==> config.mk <==
export PLATFORM = sky130hd
export DESIGN_NAME = alu_exec_unit
export DESIGN_NICKNAME = d
export VERILOG_FILES = /design/src/rtl/alu_exec_unit.sv
export SDC_FILE = /design/constraint.sdc
export NUM_CORES = 1
export LEC_CHECK = 0
export BUFFER_PORTS_ARGS = -buffer_cell sky130_fd_sc_hd__buf_2
export CAP_MARGIN = 15
export CORE_ASPECT_RATIO = 0.8
export CORE_MARGIN = 2
export CORE_UTILIZATION = 53
export CTS_BUF_LIST = sky130_fd_sc_hd__clkbuf_4 sky130_fd_sc_hd__clkbuf_8 sky130_fd_sc_hd__clkbuf_16
export DETAILED_ROUTE_END_ITERATION = 6
export GPL_TIMING_DRIVEN = 0
export PLACE_DENSITY = 0.78
export SLEW_MARGIN = 5
export SYNTH_ARGS = -nofsm -noshare
export SYNTH_HDL_FRONTEND = slang
export SYNTH_SLANG_ARGS = --single-unit
==> constraint.sdc <==
create_clock -name clk -period 3.5 [get_ports clk]
set_input_delay 0.175 -clock clk [delete_from_list [all_inputs] [get_ports clk]]
set_output_delay 0.175 -clock clk [all_outputs]
set_load 0.005 [all_outputs]
==> src/rtl/alu_exec_unit.sv <==
// Multi-cycle integer execution unit: one-cycle arithmetic/logic ops, bit-serial shifts.
// Optional SLT/SLTU support is enabled by defining ALU_SLT_EN.
module alu_exec_unit #(
    parameter int unsigned XLEN    = 32,
    parameter int unsigned SHAMT_W = $clog2(XLEN)
) (
    input  logic               clk,
    input  logic               rst_n,
    input  logic               in_valid,
    output logic               in_ready,
    input  logic [1:0]         alu_op,
    input  logic [6:0]         funct7,
    input  logic [2:0]         funct3,
    input  logic [XLEN-1:0]    op_a,
    input  logic [XLEN-1:0]    op_b,
    output logic               out_valid,
    input  logic               out_ready,
    output logic [XLEN-1:0]    result,
    output logic               zero,
    output logic               illegal
);

    typedef enum logic [1:0] {StIdle, StShift, StDone} state_e;
    typedef enum logic [3:0] {
        OpAdd, OpSub, OpXor, OpOr, OpAnd, OpSll, OpSrl, OpSra, OpSlt, OpSltu, OpIll
    } op_e;

    state_e             state;
    op_e                dec_op;
    op_e                shift_op;
    logic [SHAMT_W-1:0] cnt;
    logic [SHAMT_W-1:0] shamt;
    logic [XLEN-1:0]    alu_val;
    logic [XLEN-1:0]    step;
    logic               r_type;
    logic               f7_zero;
    logic               f7_alt;
    logic               is_shift;

    assign r_type   = (alu_op == 2'b10);
    assign f7_zero  = (funct7 == 7'h00);
    assign f7_alt   = (funct7 == 7'h20);
    assign shamt    = op_b[SHAMT_W-1:0];
    assign is_shift = (dec_op == OpSll) || (dec_op == OpSrl) || (dec_op == OpSra);

    assign in_ready  = (state == StIdle);
    assign out_valid = (state == StDone);

    always_comb begin
        dec_op = OpIll;
        case (alu_op)
            2'b00: dec_op = OpAdd;
            2'b01: dec_op = OpSub;
            default: begin
                case (funct3)
                    3'd0: begin
                        if (!r_type || f7_zero) dec_op = OpAdd;
                        else if (f7_alt)        dec_op = OpSub;
                    end
                    3'd1: if (f7_zero) dec_op = OpSll;
`ifdef ALU_SLT_EN
                    3'd2: if (!r_type || f7_zero) dec_op = OpSlt;
                    3'd3: if (!r_type || f7_zero) dec_op = OpSltu;
`endif
                    3'd4: dec_op = OpXor;
                    3'd5: begin
                        if (f7_zero)     dec_op = OpSrl;
                        else if (f7_alt) dec_op = OpSra;
                    end
                    3'd6: dec_op = OpOr;
                    3'd7: dec_op = OpAnd;
                    default: dec_op = OpIll;
                endcase
            end
        endcase
    end

    // Shifts load op_a unchanged; the SHIFT state then walks it one bit per cycle.
    always_comb begin
        alu_val = '0;
        case (dec_op)
            OpAdd:  alu_val = op_a + op_b;
            OpSub:  alu_val = op_a - op_b;
            OpXor:  alu_val = op_a ^ op_b;
            OpOr:   alu_val = op_a | op_b;
            OpAnd:  alu_val = op_a & op_b;
            OpSlt:  alu_val = {{(XLEN-1){1'b0}}, ($signed(op_a) < $signed(op_b))};
            OpSltu: alu_val = {{(XLEN-1){1'b0}}, (op_a < op_b)};
            OpSll, OpSrl, OpSra: alu_val = op_a;
            default: alu_val = '0;
        endcase
    end

    always_comb begin
        case (shift_op)
            OpSll:   step = {result[XLEN-2:0], 1'b0};
            OpSrl:   step = {1'b0, result[XLEN-1:1]};
            default: step = {result[XLEN-1], result[XLEN-1:1]};
        endcase
    end

    always_ff @(posedge clk or negedge rst_n) begin
        if (!rst_n) begin
            state    <= StIdle;
            result   <= '0;
            zero     <= 1'b0;
            illegal  <= 1'b0;
            cnt      <= '0;
            shift_op <= OpSll;
        end else begin
            case (state)
                StIdle: begin
                    if (in_valid) begin
                        result   <= alu_val;
                        illegal  <= (dec_op == OpIll);
                        shift_op <= dec_op;
                        if (is_shift && (shamt != '0)) begin
                            cnt   <= shamt;
                            state <= StShift;
                        end else begin
                            zero  <= (alu_val == '0);
                            state <= StDone;
                        end
                    end
                end
                StShift: begin
                    result <= step;
                    cnt    <= cnt - SHAMT_W'(1);
                    if (cnt == SHAMT_W'(1)) begin
                        zero  <= (step == '0);
                        state <= StDone;
                    end
                end
                StDone: begin
                    if (out_ready) state <= StIdle;
                end
                default: state <= StIdle;
            endcase
        end
    end

endmodule

---- Yosys cells after proc, flatten, opt, wreduce, memory -nomap -nowiden ----
Cells that the tools add are included.
word-level totals
  memories ................................ 0
  flip-flop bits (word level) ............. 45
  word-level logic and storage cells ...... 85
  output and inout bits ................... 36
  input bits .............................. 80
  RAM bits ................................ 0
  memory bits (read-only) ................. 0
  latch bits .............................. 0
operators by class
  bitwise logic cells ..................... 3
  reduce and logical (&&, ||, !) cells .... 20
  divide/modulo/power cells ............... 0
  order comparisons ....................... 2
  $mul .................................... 0
  $add $sub $neg .......................... 3
  shift-type cells ........................ 0
  equal/unequal tests ..................... 28
  mux-type cells .......................... 23
operator list
  operator                                                          number
  32-bit case mux with 8 select lines                               1
  32-bit case mux with 2 select lines                               2
  32-bit zero test                                                  2
  32-bit < comparator                                               2
  32-bit adder                                                      1
  32-bit bitwise AND                                                1
  32-bit 2-to-1 mux                                                 1
  32-bit OR                                                         1
  32-bit subtractor                                                 1
  32-bit XOR                                                        1
  4-bit by 3-bit == test with 1-bit output (second input constant)  6
  4-bit case mux with 6 select lines                                1
  4-bit 2-to-1 mux                                                  5
  3-bit == test (second input constant)                             4
  4-bit == test (second input constant)                             3
  5-bit 2-to-1 mux                                                  2
  5-bit case mux with 2 select lines                                1
  4-bit by 2-bit == test with 1-bit output (second input constant)  2
  2-bit 2-to-1 mux                                                  4
  4-bit case mux with 2 select lines                                1
  7-bit by 6-bit == test with 1-bit output (second input constant)  1
  7-bit zero test                                                   1
  2-bit != test (second input constant)                             3
  2-bit case mux with 3 select lines                                1
  21 further kinds                                                  31

---- Logic depth before layout (Yosys ltp) ----
  depth after elaboration ................. 13
  mapped depth ............................ 15
  gate-level depth less buffers ........... 15

---- Least setup slack after synthesis ----
OpenSTA, ideal clock, no wires.
  path type ............................... input-to-reg
  start point ............................. input port op_b[3]
  end point ............................... register zero
  path slack .............................. 0.326 ns
  stages on the path ...................... 14
  setup time .............................. 0.076 ns
  arrival time ............................ 3.097 ns
  cells stage by stage .................... inv_1 -> ha_1 -> buf_2 -> and3_1 -> a221oi_2 -> or3_1 -> a21o_1 -> a211oi_2 -> o211ai_1 -> nor3b_2 -> xnor2_1 -> a211o_1 -> or4b_1 -> o21ai_1
between the ends
  longest elaborated chain between the ends .. 6
  elaborated cells on any way between the ends .. 16
  those cells by class .................... add/sub (2); order compare (2); eq/ne (1); mux (4); bitwise (3); reduce/logical (4)
ends and longest elaborated chain
  element                                    RTL line  text
  start: declaration                         15        input logic [XLEN-1:0] op_b,
  32-bit subtractor (tied with other cells)  83        OpSub: alu_val = op_a - op_b;
  32-bit case mux with 8 select lines        81        case (dec_op)
  32-bit zero test                           121       zero <= (alu_val == '0);
  1-bit 2-to-1 mux                           117       if (is_shift && (shamt != '0)) begin
  1-bit 2-to-1 mux                           113       if (in_valid) begin
  1-bit case mux with 2 select lines         111       case (state)
  end signal: assignment                     121
  end signal: assignment                     130       zero <= (step == '0);
  end: declaration                           19        output logic zero,
Several ways; a longest one is shown, not always the timed one. The select of a mux whose other input is x is not followed.
A chain may end at the register's enable or synchronous reset.

---- Worst setup path after layout ----
  start point ............................. input port funct3[2]
  end point ............................... register zero
between the ends
  longest elaborated chain between the ends .. 10
  elaborated cells on any way between the ends .. 29
  those cells by class .................... eq/ne (15); mux (6); reduce/logical (8)
ends and longest elaborated chain
  element                                   RTL line  text
  start: declaration                        13        input logic [2:0] funct3,
  3-bit == test (tied with other cells)     55        case (funct3)
  4-bit case mux with 6 select lines *      55
  4-bit case mux with 2 select lines *      51        case (alu_op)
  4-bit by 3-bit == test with 1-bit output  44, 81
  3-bit OR reduction                        81
  32-bit case mux with 8 select lines       81
  32-bit zero test                          121
  1-bit 2-to-1 mux                          117
  1-bit 2-to-1 mux                          113
  1-bit case mux with 2 select lines        111
Every way passes the cells marked *; elsewhere a longest branch is shown, timed or not. The select of a mux whose other input is x is not followed.

==> results.py <==
metrics = {
    "outcome": {
        "status": "finished, violations left",
        "violations": "negative setup slack",
    },
    "placement": {
        "dp.cells": 1441,
        "dpl_cell_area_sq_um": 8920,
        "portBuffers": 115,
        "place.gp.congestion": 1.02,
        "dp_hpwl_um": 24600,
    },
    "flow_run": {
        "timing.max_cap.violations": 0,
    },
    "floorplan": {
        "die_w_um": 142,
        "die_h_um": 115,
        "dieArea_sq_um": 16300,
        "core_sq_um": 15000,
        "start_util_pct": 54.1,
        "rows": 40,
        "io_pins": 116,
    },
    "critical_path": {
        "slowest_delay_ns": 0.89,
        "crit_type": "input port to flop",
        "worst-path-buf-inv": 4,
        "path_cells": "buf_2 > buf_2 > a31o_2 > a2111oi_2 > and2_1 > buf_2 > buf_2 > a21oi_1 > o211ai_1 > nor4_1 > and4_1 > nand4_1 > o21ai_1",
        "critPathCaptureType": "flop",
        "cp_top_family": "compound AO/OA/AOI/OAI gates",
        "worst_path_max_delay_cell": "a2111oi_2",
        "cp.required_ns": 3.68,
        "critPathMaxFanout": 10,
        "r2r_start": "shift_op[2]$_DFFE_PN1P_",
        "arrival_ns": 3.70,
        "crit_start": "funct3[2]",
        "start_kind": "input port",
        "crit_top_cell": "buf_2",
    },
    "power": {
        "pwr_density_cell_nw_per_um2": 347,
        "swShare_pct": 48.5,
        "p_sw_mw": 1.57,
        "pwr-share-comb_pct": 56.1,
        "seqPwrFrac_pct": 29.2,
        "ir_worst_vdd_v": 0.000245,
        "p_int_mw": 1.66,
        "p_leak_nw": 4.26,
        "p_total_mw": 3.23,
        "clockPowerShare_pct": 14.7,
    },
    "route": {
        "wirelength_um": 32200,
        "dr.max_layer_used": "met4",
        "drt_pass1_iterations": 7,
        "wl_met2_um": 13200,
        "drtIter0Drc": 1356,
        "routed-wl-met3_um": 4160,
        "viasPerCell": 6.71,
        "antenna_left": 0,
        "vias": 9761,
        "met1Wirelength_um": 13600,
        "wl_per_cell_um": 22.2,
        "drc": 0,
    },
    "global_route": {
        "grt_pass1_vias": 8459,
        "grt_overflow": 0,
        "antenna_found_initial": 0,
        "grt_max_degree": 46,
        "grt_pass1_wl_um": 48000,
        "track_usage_pct": 38.2,
    },
    "synthesis": {
        "ys_seq_area_share_pct": 13.9,
        "synthFlopType": "dfrtp_1",
        "yosys_warnings": 0,
        "syn_area_sq_um": 8100,
        "ys_async_sr_fraction_pct": 100,
        "synth_edf_count": 0,
        "syn_inst": 1137,
        "synth.avg_cell_area_sq_um": 7.13,
        "syn_nets": 1316,
        "ys_ff_latch": 45,
        "synth.distinct_cells": 89,
    },
    "clocking": {
        "clock_latency_ns": 0.29,
        "cts_buffers": 5,
        "cts-root-buf": "clkbuf_16",
        "cts.sinks": 45,
        "clockBufferDepth": 2,
        "cts_tree": "done",
        "path_clk_slew_ns": 0.06,
        "h-tree-depth": 2,
    },
    "sta": {
        "fin_skew_ns": 0.00327,
        "worst_slack_ns": -0.0216,
        "worst_pin_slew_ns": 1.30,
        "setup-violations-final": 1,
        "max_freq_mhz": 284,
        "finalCritPeriodShare_pct": 101,
        "tns_ns": -0.0216,
        "drv_slew": 0,
        "maxSlewHeadroom_pct": 13.1,
        "layout_min_cycle_time_ns": 3.52,
        "final-hold-violation-count": 0,
    },
    "cells_and_area": {
        "area_growth_pct": 14.7,
        "layout.nets": 1443,
        "finalNonFillerCells": 1454,
        "num-fill-cells": 1457,
        "drive_above_1_share_pct": 17.2,
        "insertedDiodeCount": 0,
        "fin_area_sq_um": 9290,
    },
    "min_path": {
        "hold_class": "input port to async pin",
    },
}
-- metrics by stage --
| stage | setup slack [ns] | hold WS, ns | utilization (%) |
|---|---|---|---|
| 3_5_place_dp | -0.711 | 0.403 | 59.6 |
| 5_1_grt | -0.00642 | 0.142 | 62.1 |
| 2_1_floorplan | 0.326 | -0.121 | - |
| 6_report | -0.0216 | 0.0470 | 62.1 |
| 4_1_cts | 0.0140 | 0.0899 | 60.9 |
| 3_3_place_gp | -0.665 | 0.403 | 59.6 |
-- worst register-to-register path: stages, from the launching register on --
cell	delay [ns]
dfstp_2	0.53
nor2b_1	0.29
and3b_1	0.21
clkbuf_1	0.27
clkbuf_1	0.50
mux2i_1	0.35
nand4_1	0.11
nor4_1	0.31
nand2_1	0.11
o21ai_0	0.16
o21ai_0	0.12
o21ai_1	0.11
-- Yosys cell counts, types with 5 or more instances --
cell | instances | share of area (%)
a2111o_1 | 5 | 0.69
a211o_1 | 13 | 1.4
a211oi_1 | 10 | 0.93
a21o_1 | 15 | 1.4
a21oi_1 | 134 | 8.3
a221o_1 | 16 | 2.0
a221oi_1 | 7 | 0.76
a22oi_1 | 6 | 0.56
a31oi_1 | 16 | 1.2
and2_1 | 7 | 0.54
and3_1 | 6 | 0.46
buf_1 | 5 | 0.23
buf_2 | 20 | 1.2
clkbuf_1 | 45 | 2.1
dfrtp_1 | 43 | 13
ha_1 | 97 | 15
inv_1 | 103 | 4.8
mux2i_1 | 20 | 2.5
nand2_1 | 110 | 5.1
nand2b_1 | 11 | 0.85
nand3_1 | 22 | 1.4
nand4_1 | 17 | 1.3
nor2_1 | 86 | 4.0
nor2b_1 | 14 | 1.1
nor3_1 | 34 | 2.1
nor3b_1 | 5 | 0.46
nor4_1 | 14 | 1.1
o211a_1 | 6 | 0.74
o211ai_1 | 19 | 1.8
o21a_1 | 5 | 0.46
o21ai_0 | 59 | 3.6
o21bai_1 | 9 | 0.83
o221ai_1 | 17 | 1.8
o22ai_1 | 8 | 0.62
o311ai_0 | 5 | 0.54
o31ai_1 | 9 | 0.83
or2_2 | 7 | 0.54
or3_1 | 8 | 0.62
xnor2_1 | 13 | 1.4
-- worst paths after layout --
| path | endpoint | slack, ns | cells after the start |
|---|---|---|---|
| max | zero$_DFFE_PN0P_ | -0.02 | 13 |
| min | illegal$_DFFE_PN0P_ | 0.05 | 1 |
| max reg2reg | zero$_DFFE_PN0P_ | 0.37 | 11 |
| min reg2reg | shift_op[2]$_DFFE_PN1P_ | 0.49 | 2 |
| max in group asynchronous | result[23]$_DFFE_PN0P_ | 2.77 | 1 |
| min in group clk | state[1]$_DFFE_PN0P_ | 0.17 | 4 |
-- registers in the layout, indices dropped and copies added (netlist names) --
name	flops
cnt	5
state	2
shift_op	4
illegal	1
result	32
zero	1
-- per-layer routing --
layer | up-vias | global-route usage [%]
met2 | 676 | 55.4
li1 | 4446 | -
met5 | - | 0
met3 | 113 | 9.62
met4 | 0 | 12.3
met1 | 4526 | 55.1
-- logic make-up after synthesis --
family / count (synthesis) / share of synthesized area [%]
muxes: 23 / 2.89
xor gates and xnor gates: 14 / 1.51
and+or+nand+nor: 362 / 21.9
adders and majority gates: 99 / 15.5
DFF: 45 / 13.9
AOI/OAI and AO/OA: 418 / 35.8
buffers and inverters: 176 / 8.51
-- power by group through the flow --
stage | Clock [mW] | Sequential (mW) | Combinational [mW]
2_1_floorplan | 0 | 0.866 | 1.07
3_3_place_gp | 0 | 0.929 | 1.66
3_5_place_dp | 0 | 0.925 | 1.68
4_1_cts | 0.473 | 0.919 | 1.71
5_1_grt | 0.499 | 0.952 | 1.95
6_report | 0.475 | 0.941 | 1.81
-- layout make-up --
type	instances	area (sq um)	share of cell area (%)
repair buffers	121	621	6.68
inverters	105	394	4.24
clock buffers	6	133	1.43
well taps	189	236	2.54
multi-input cells	916	6460	69.5
clock inverters	2	10.0	0.108
plain buffers	70	308	3.31
flip-flops and latches	45	1130	12.1
-- placed cells by master, fill, tap and decap left out, types with 6 or more instances in the layout --
cell	n
a211o_1	13
a211oi_1	10
a21o_1	15
a21oi_1	130
a221o_1	16
a221oi_1	6
a31oi_1	16
and2_1	7
and3_1	6
buf_2	132
buf_4	7
clkbuf_1	39
clkbuf_2	7
dfrtp_1	43
ha_1	96
inv_1	103
mux2i_1	20
nand2_1	109
nand2b_1	11
nand3_1	22
nand4_1	17
nor2_1	86
nor2b_1	14
nor3_1	32
nor4_1	12
o211a_1	6
o211ai_1	19
o21ai_0	57
o21bai_1	9
o221ai_1	17
o22ai_1	8
o31ai_1	9
or2_2	7
or3_1	7
xnor2_1	13
-- repair_timing --
action	in CTS	in global routing
endpoints found under the setup margin	1	1
pin swaps	1	5
hold buffers	0	0
setup buffers	1	5
endpoints found under the hold margin	0	0
resized for setup	10	39
No activity file was read; power rests on OpenSTA's default activity.
